--- src/rtl/dram_sipo_frame_ctrl.sv ---
// dram_sipo_frame_ctrl
// Frame-level controller for the serial-in/parallel-out receive path of the
// DRAM command link. A frame is a run of consecutive cycles with ser_frame=1;
// each sampled bit is shifted MSB-first into a WIDTH-bit register. The frame
// length is checked, and completed words are handed downstream through a
// single-entry valid/ready holding register. Frame, overrun and parity errors
// are reported.
//
// Build option: define DRAM_SIPO_PARITY_EN to append one even-parity bit to
// every frame (frame length WIDTH+1). When it is undefined, frames are WIDTH
// bits long and parity_err is constant 0.

module dram_sipo_frame_ctrl #(
  parameter  int WIDTH = 8,
  localparam int CNT_W = $clog2(WIDTH + 2)
) (
  input  logic             clk,
  input  logic             rst_b,
  input  logic             ser_frame,
  input  logic             ser_in,
  output logic [WIDTH-1:0] word_data,
  output logic             word_valid,
  input  logic             word_ready,
  output logic             busy,
  output logic             frame_err,
  output logic             overrun,
  output logic             parity_err,
  input  logic             err_clr
);

`ifdef DRAM_SIPO_PARITY_EN
  localparam int FL = WIDTH + 1;
`else
  localparam int FL = WIDTH;
`endif

  localparam logic [CNT_W-1:0] FL_C    = CNT_W'(FL);
  localparam logic [CNT_W-1:0] WIDTH_C = CNT_W'(WIDTH);

  typedef enum logic [1:0] {
    IDLE  = 2'd0,
    SHIFT = 2'd1,
    CHECK = 2'd2,
    DRAIN = 2'd3
  } state_t;

  state_t           state, state_d;
  logic [CNT_W-1:0] cnt, cnt_d;
  logic [WIDTH-1:0] sr, sr_d;
  logic [WIDTH-1:0] word_data_d;
  logic             word_valid_d;
  logic             frame_err_d;
  logic             overrun_d;
  logic             parity_err_d;
  logic             busy_d;
  logic             hold_free;
  logic             par_bad;

`ifdef DRAM_SIPO_PARITY_EN
  logic             par_bit, par_bit_d;

  // Even parity: payload XOR parity bit must be zero.
  assign par_bad = ^{sr, par_bit};
`else
  assign par_bad = 1'b0;
`endif

  // Holding register can take a new word if empty or being drained this cycle.
  assign hold_free = ~word_valid | word_ready;

  // Next-state and datapath decode for the frame sequencer.
  always_comb begin
    // NOTE: every signal gets a default before the case so no path leaves it unassigned (no latches).
    state_d      = state;
    cnt_d        = cnt;
    sr_d         = sr;
    word_data_d  = word_data;
    word_valid_d = word_valid & ~word_ready;
    frame_err_d  = 1'b0;
    parity_err_d = 1'b0;
    overrun_d    = overrun & ~err_clr;
`ifdef DRAM_SIPO_PARITY_EN
    par_bit_d    = par_bit;
`endif

    case (state)
      IDLE: begin
        if (ser_frame) begin
          sr_d    = {sr[WIDTH-2:0], ser_in};
          cnt_d   = CNT_W'(1);
          state_d = SHIFT;
        end
      end

      SHIFT: begin
        if (ser_frame) begin
`ifdef DRAM_SIPO_PARITY_EN
          // The trailing parity bit is held aside, not shifted into the word.
          if (cnt == WIDTH_C) begin
            par_bit_d = ser_in;
          end else begin
            sr_d = {sr[WIDTH-2:0], ser_in};
          end
`else
          sr_d = {sr[WIDTH-2:0], ser_in};
`endif
          cnt_d = cnt + CNT_W'(1);
          if (cnt_d == FL_C) begin
            state_d = CHECK;
          end
        end else begin
          // Frame ended early: flag it and drop the partial word.
          frame_err_d = 1'b1;
          cnt_d       = '0;
          state_d     = IDLE;
        end
      end

      CHECK: begin
        cnt_d = '0;
        if (ser_frame) begin
          // Extra bit after a full frame: too long, ignore the rest of it.
          frame_err_d = 1'b1;
          state_d     = DRAIN;
        end else begin
          state_d = IDLE;
          if (par_bad) begin
            parity_err_d = 1'b1;
          end else if (hold_free) begin
            word_data_d  = sr;
            word_valid_d = 1'b1;
          end else begin
            // Set after the err_clr default so a new overrun wins over clear.
            overrun_d = 1'b1;
          end
        end
      end

      DRAIN: begin
        if (!ser_frame) begin
          state_d = IDLE;
        end
      end

      default: begin
        state_d = IDLE;
        cnt_d   = '0;
      end
    endcase

    busy_d = (state_d != IDLE);
  end

  // State and output registers; reset clears the partial frame and the held word.
  always_ff @(posedge clk or negedge rst_b) begin
    if (!rst_b) begin
      state      <= IDLE;
      cnt        <= '0;
      sr         <= '0;
      word_data  <= '0;
      word_valid <= 1'b0;
      frame_err  <= 1'b0;
      overrun    <= 1'b0;
      parity_err <= 1'b0;
      busy       <= 1'b0;
    end else begin
      // NOTE: non-blocking assignments so every register updates from pre-edge values.
      state      <= state_d;
      cnt        <= cnt_d;
      sr         <= sr_d;
      word_data  <= word_data_d;
      word_valid <= word_valid_d;
      frame_err  <= frame_err_d;
      overrun    <= overrun_d;
      parity_err <= parity_err_d;
      busy       <= busy_d;
    end
  end

`ifdef DRAM_SIPO_PARITY_EN
  // Captured parity bit of the frame in progress.
  always_ff @(posedge clk or negedge rst_b) begin
    if (!rst_b) begin
      par_bit <= 1'b0;
    end else begin
      par_bit <= par_bit_d;
    end
  end
`endif

endmodule
--- config.mk ---
export PLATFORM = sky130hd
export DESIGN_NAME = dram_sipo_frame_ctrl
export DESIGN_NICKNAME = d
export VERILOG_FILES = /design/src/rtl/dram_sipo_frame_ctrl.sv
export SDC_FILE = /design/constraint.sdc
export NUM_CORES = 1
export LEC_CHECK = 0
export CAP_MARGIN = 25
export CORE_UTILIZATION = 31
export DETAILED_ROUTE_END_ITERATION = 8
export PLACE_DENSITY_LB_ADDON = 0.3
export SYNTH_ARGS = -nofsm -noshare
export SYNTH_HDL_FRONTEND = slang
export SYNTH_SLANG_ARGS = --single-unit
--- constraint.sdc ---
create_clock -name clk -period 2.49 [get_ports clk]
set_input_delay 0.498 -clock clk [delete_from_list [all_inputs] [get_ports clk]]
set_output_delay 0.498 -clock clk [all_outputs]
set_load 0.02 [all_outputs]
==> key figures <==
Clocking
  – Hold_buf cts: 0
  – CTS HTree Levels: 1
  – Num CTS Buffers: 3
  – Clock slew at reported path FFs: 0.08 ns
  – CTS tree: done
  – Clock Path Buffers: 2
  – Post-CTS Setup Bufs: 0
  – Clock Tree Root: clkbuf_8
  – CTS sink cnt: 26
  – Clock Latency Late Sink: 0.26 ns
  – Resize count post-CTS: 0

Final layout
  – Syn-to-layout area delta: 23.41%
  – Fin nets: 131
  – Share of layout cells above drive strength 1: 0.2288
  – Diodes inserted: 0

Global routing
  – First-pass GRT wire length: 3.484 mm
  – Vias in the first global route: 793
  – Total grt overflow: 0
  – GRT Overall Usage: 0.1062
  – Initial antenna violation count: 0
  – Largest net degree at the start of global routing: 27

Floorplanning
  – Core area: 0.003716 mm2
  – Die Wd: 64.70 um
  – Top-Level Pins: 19
  – Initial cell density of the core: 0.3279
  – Rows: 22
  – Die extent in y: 64.70 um
  – Die area: 0.004186 mm2

Setup path
  – Worst Setup SP: state[0]$_DFF_PN0_
  – R2R Setup Slk: 0.53 ns
  – Critical Path, Cell by Cell: inv_1, ha_1, nor2b_4, or2_1, or4b_1, nand2_1
  – Worst path required time: 2.69 ns
  – Critical path startpoint category: register
  – RR Endpoint: cnt[2]$_DFFE_PN0P_
  – Crit-path max FO: 7
  – Critical register-to-register path startpoint: state[0]$_DFF_PN0_
  – WS Path Type: register to register
  – Reg2reg path depth: 6
  – Critical path endpoint category: register
  – CP max stage cell: or4b_1
  – Delay of the slowest critical-path stage: 0.52 ns
  – Critical Path Sink: cnt[2]$_DFFE_PN0P_
  – Worst EP arrival: 2.16 ns

Placed design
  – Dpl ws: 0.3948 ns
  – Final GP Congestion: 0.7895
  – DP HPWL: 1.456 mm
  – PortBufs: 17

STA
  – Setup tns final: 0 ns
  – Period utilisation layout: 0.7875
  – Final Slew Violations: 0
  – RSZ-0062 raised after global routing: false
  – Final setup margin: 0.5292 ns
  – Setup Skew: 0.0009883 ns
  – Post-route minimum period: 1.961 ns
  – Hold Fails Final Rpt: 0
  – Peak Freq: 510.0 MHz
  – Setup Viol. Count Final: 0

Run
  – Max-capacitance violation count: 0

Synthesis
  – Warnings, synthesis: 0
  – Post-synthesis instance area: 0.001219 mm2
  – Mean post-synth cell area: 12.31 um2
  – FF+latch count, synth: 26
  – Area share of the largest cell type after synthesis: 0.5339
  – Count of different cell masters after synthesis: 30
  – Simple-Gate Fraction of Synth Area: 0.09959
  – Synthesized Nets: 111
  – Adder-Cell Fraction of Synth Area: 0.06160
  – Xor and xnor area share after synthesis: 0.007187
  – Multiplexer share of the synthesized area: 0.1571
  – Largest family of logic cells by synthesized area: multiplexers
  – Syn Inst Count: 99
  – Register area share after synthesis: 0.5339
  – Top area cells in the synthesized netlist: dfrtp_1 (53%), mux2_2 (16%), ha_1 (6.2%)
  – Yosys top cell by area: dfrtp_1
  – Synth Area in Compound Gates: 0.09343

Pwr
  – Leakage: 0.6793 nW
  – VDD IR max: 0.0002458 V
  – Sequential share of power: 0.466
  – Psw: 0.0003621 W
  – Internal: 0.0009223 W
  – Clock power share: 0.263
  – Pwr/cell area: 854.1 mW/mm2
  – Switch share: 0.2819
  – Comb power frac: 0.272

Status
  – Status: complete, no violations

Route
  – DR pass1 iterations: 4
  – Number of DRC markers in iteration 0: 34
  – Via Count: 783
  – DR WL/cell: 11.62 um
  – Drt total wl: 1.929 mm
  – Post-route ant nets: 0
  – Via-to-Cell Ratio: 4.717
  – Drt drc: 0

Worst hold path
  – HP Class: register to register
  – Hold path startpoint: word_data[5]$_DFFE_PN0P_
-- synth_stat cells --
master	number
o41ai_1	1
or4b_1	1
nor2b_1	2
dfrtp_1	26
o21a_1	1
buf_4	3
o22a_1	1
ha_1	6
inv_1	4
xor2_1	1
o21ai_0	5
conb_1	1
mux2_2	17
o21ai_2	1
o22ai_1	1
o211ai_1	1
nor2b_4	1
nand2_1	8
nand2b_1	2
nand3_1	3
buf_2	1
a22o_2	1
a211oi_1	1
a2bb2oi_1	1
a21oi_1	3
nor4_1	1
nor3b_1	1
buf_6	1
nor2_1	2
or2_1	1
-- worst min path at each step --
stage	cells after the start	endpoint
global route	1	word_data[2]$_DFFE_PN0P_
CTS	1	word_data[5]$_DFFE_PN0P_
floorplan	0	busy$_DFF_PN0_
global placement	1	word_data[7]$_DFFE_PN0P_
detailed placement	1	word_data[5]$_DFFE_PN0P_
finish	1	word_data[5]$_DFFE_PN0P_
-- stage by stage --
stage                     total power, W  instance area [um2]  utilization  std cells  hold slack, ns
after floorplan                0.0008717                 1219            -         99          0.2024
after global placement         0.0009436                 1433       0.3855        162          0.4903
after detailed placement       0.0009619                 1433       0.3855        162          0.4976
after CTS                       0.001302                 1504       0.4047        166          0.5183
after global routing            0.001373                 1504       0.4047        166          0.5362
final                           0.001284                 1504       0.4047        166          0.5100
-- worst max-delay path: cells and delay by family (launching register included) --
family                   cells  cell delay (ns)
AND/OR/NAND/NOR              4             1.05
flip-flops                   1             0.47
adder cells (fa/ha/maj)      1             0.29
buffers and inverters        1             0.10
-- area by class of cell --
type                       count  area, um2
timing repair buffer          20      192.7
fill                         370       2212
clock inverter                 1      30.03
sequential                    26      650.6
clock buffer                   3      41.29
tap                           48      60.06
multi-input combinational     64      514.2
inverter                       4      15.01
-- cell families (layout without fill, tap and decap cells) --
kind of cell               Yosys count  after routing
buffers and inverters                9             28
and+or+nand+nor                     22             22
muxes                               17             17
other                                1              1
adders and majority gates            6              6
DFF                                 26             26
AOI/OAI and AO/OA                   17             17
xor gates and xnor gates             1              1
-- registers in the layout, indices dropped and copies added, names as in the netlist --
| name | cells |
|---|---|
| sr | 8 |
| busy | 1 |
| overrun | 1 |
| frame_err | 1 |
| cnt | 4 |
| word_valid | 1 |
| word_data | 8 |
| state | 2 |
-- metal layers --
| layer | up-vias | wire length [um] | global-route usage |
|---|---|---|---|
| met2 | 14 | 960 | 0.1810 |
| met4 | 0 | 25 | 0.04167 |
| met5 | - | 0 | 0 |
| met1 | 389 | 888 | 0.1304 |
| li1 | 378 | - | - |
| met3 | 2 | 55 | 0.02113 |
-- power groups by stage --
| stage | clock network, W | logic, W | registers, W |
|---|---|---|---|
| after floorplan | 0 | 0.000272 | 0.000600 |
| after global placement | 0 | 0.000339 | 0.000605 |
| after detailed placement | 0 | 0.000353 | 0.000609 |
| after CTS | 0.000348 | 0.000353 | 0.000600 |
| after global routing | 0.000360 | 0.000394 | 0.000620 |
| final | 0.000337 | 0.000349 | 0.000598 |
-- cells in the final DEF, fill, tap and decap left out, types with 2 or more instances in the layout --
cell type / count
clkbuf_8: 3
o21ai_0: 5
clkdlybuf4s50_1: 17
a21oi_1: 3
nand2_1: 8
nand3_1: 3
dfrtp_1: 26
buf_4: 3
mux2_2: 17
ha_1: 6
nor2_1: 2
nand2b_1: 2
nor2b_1: 2
inv_1: 4
(Power assumes the default switching activity.)
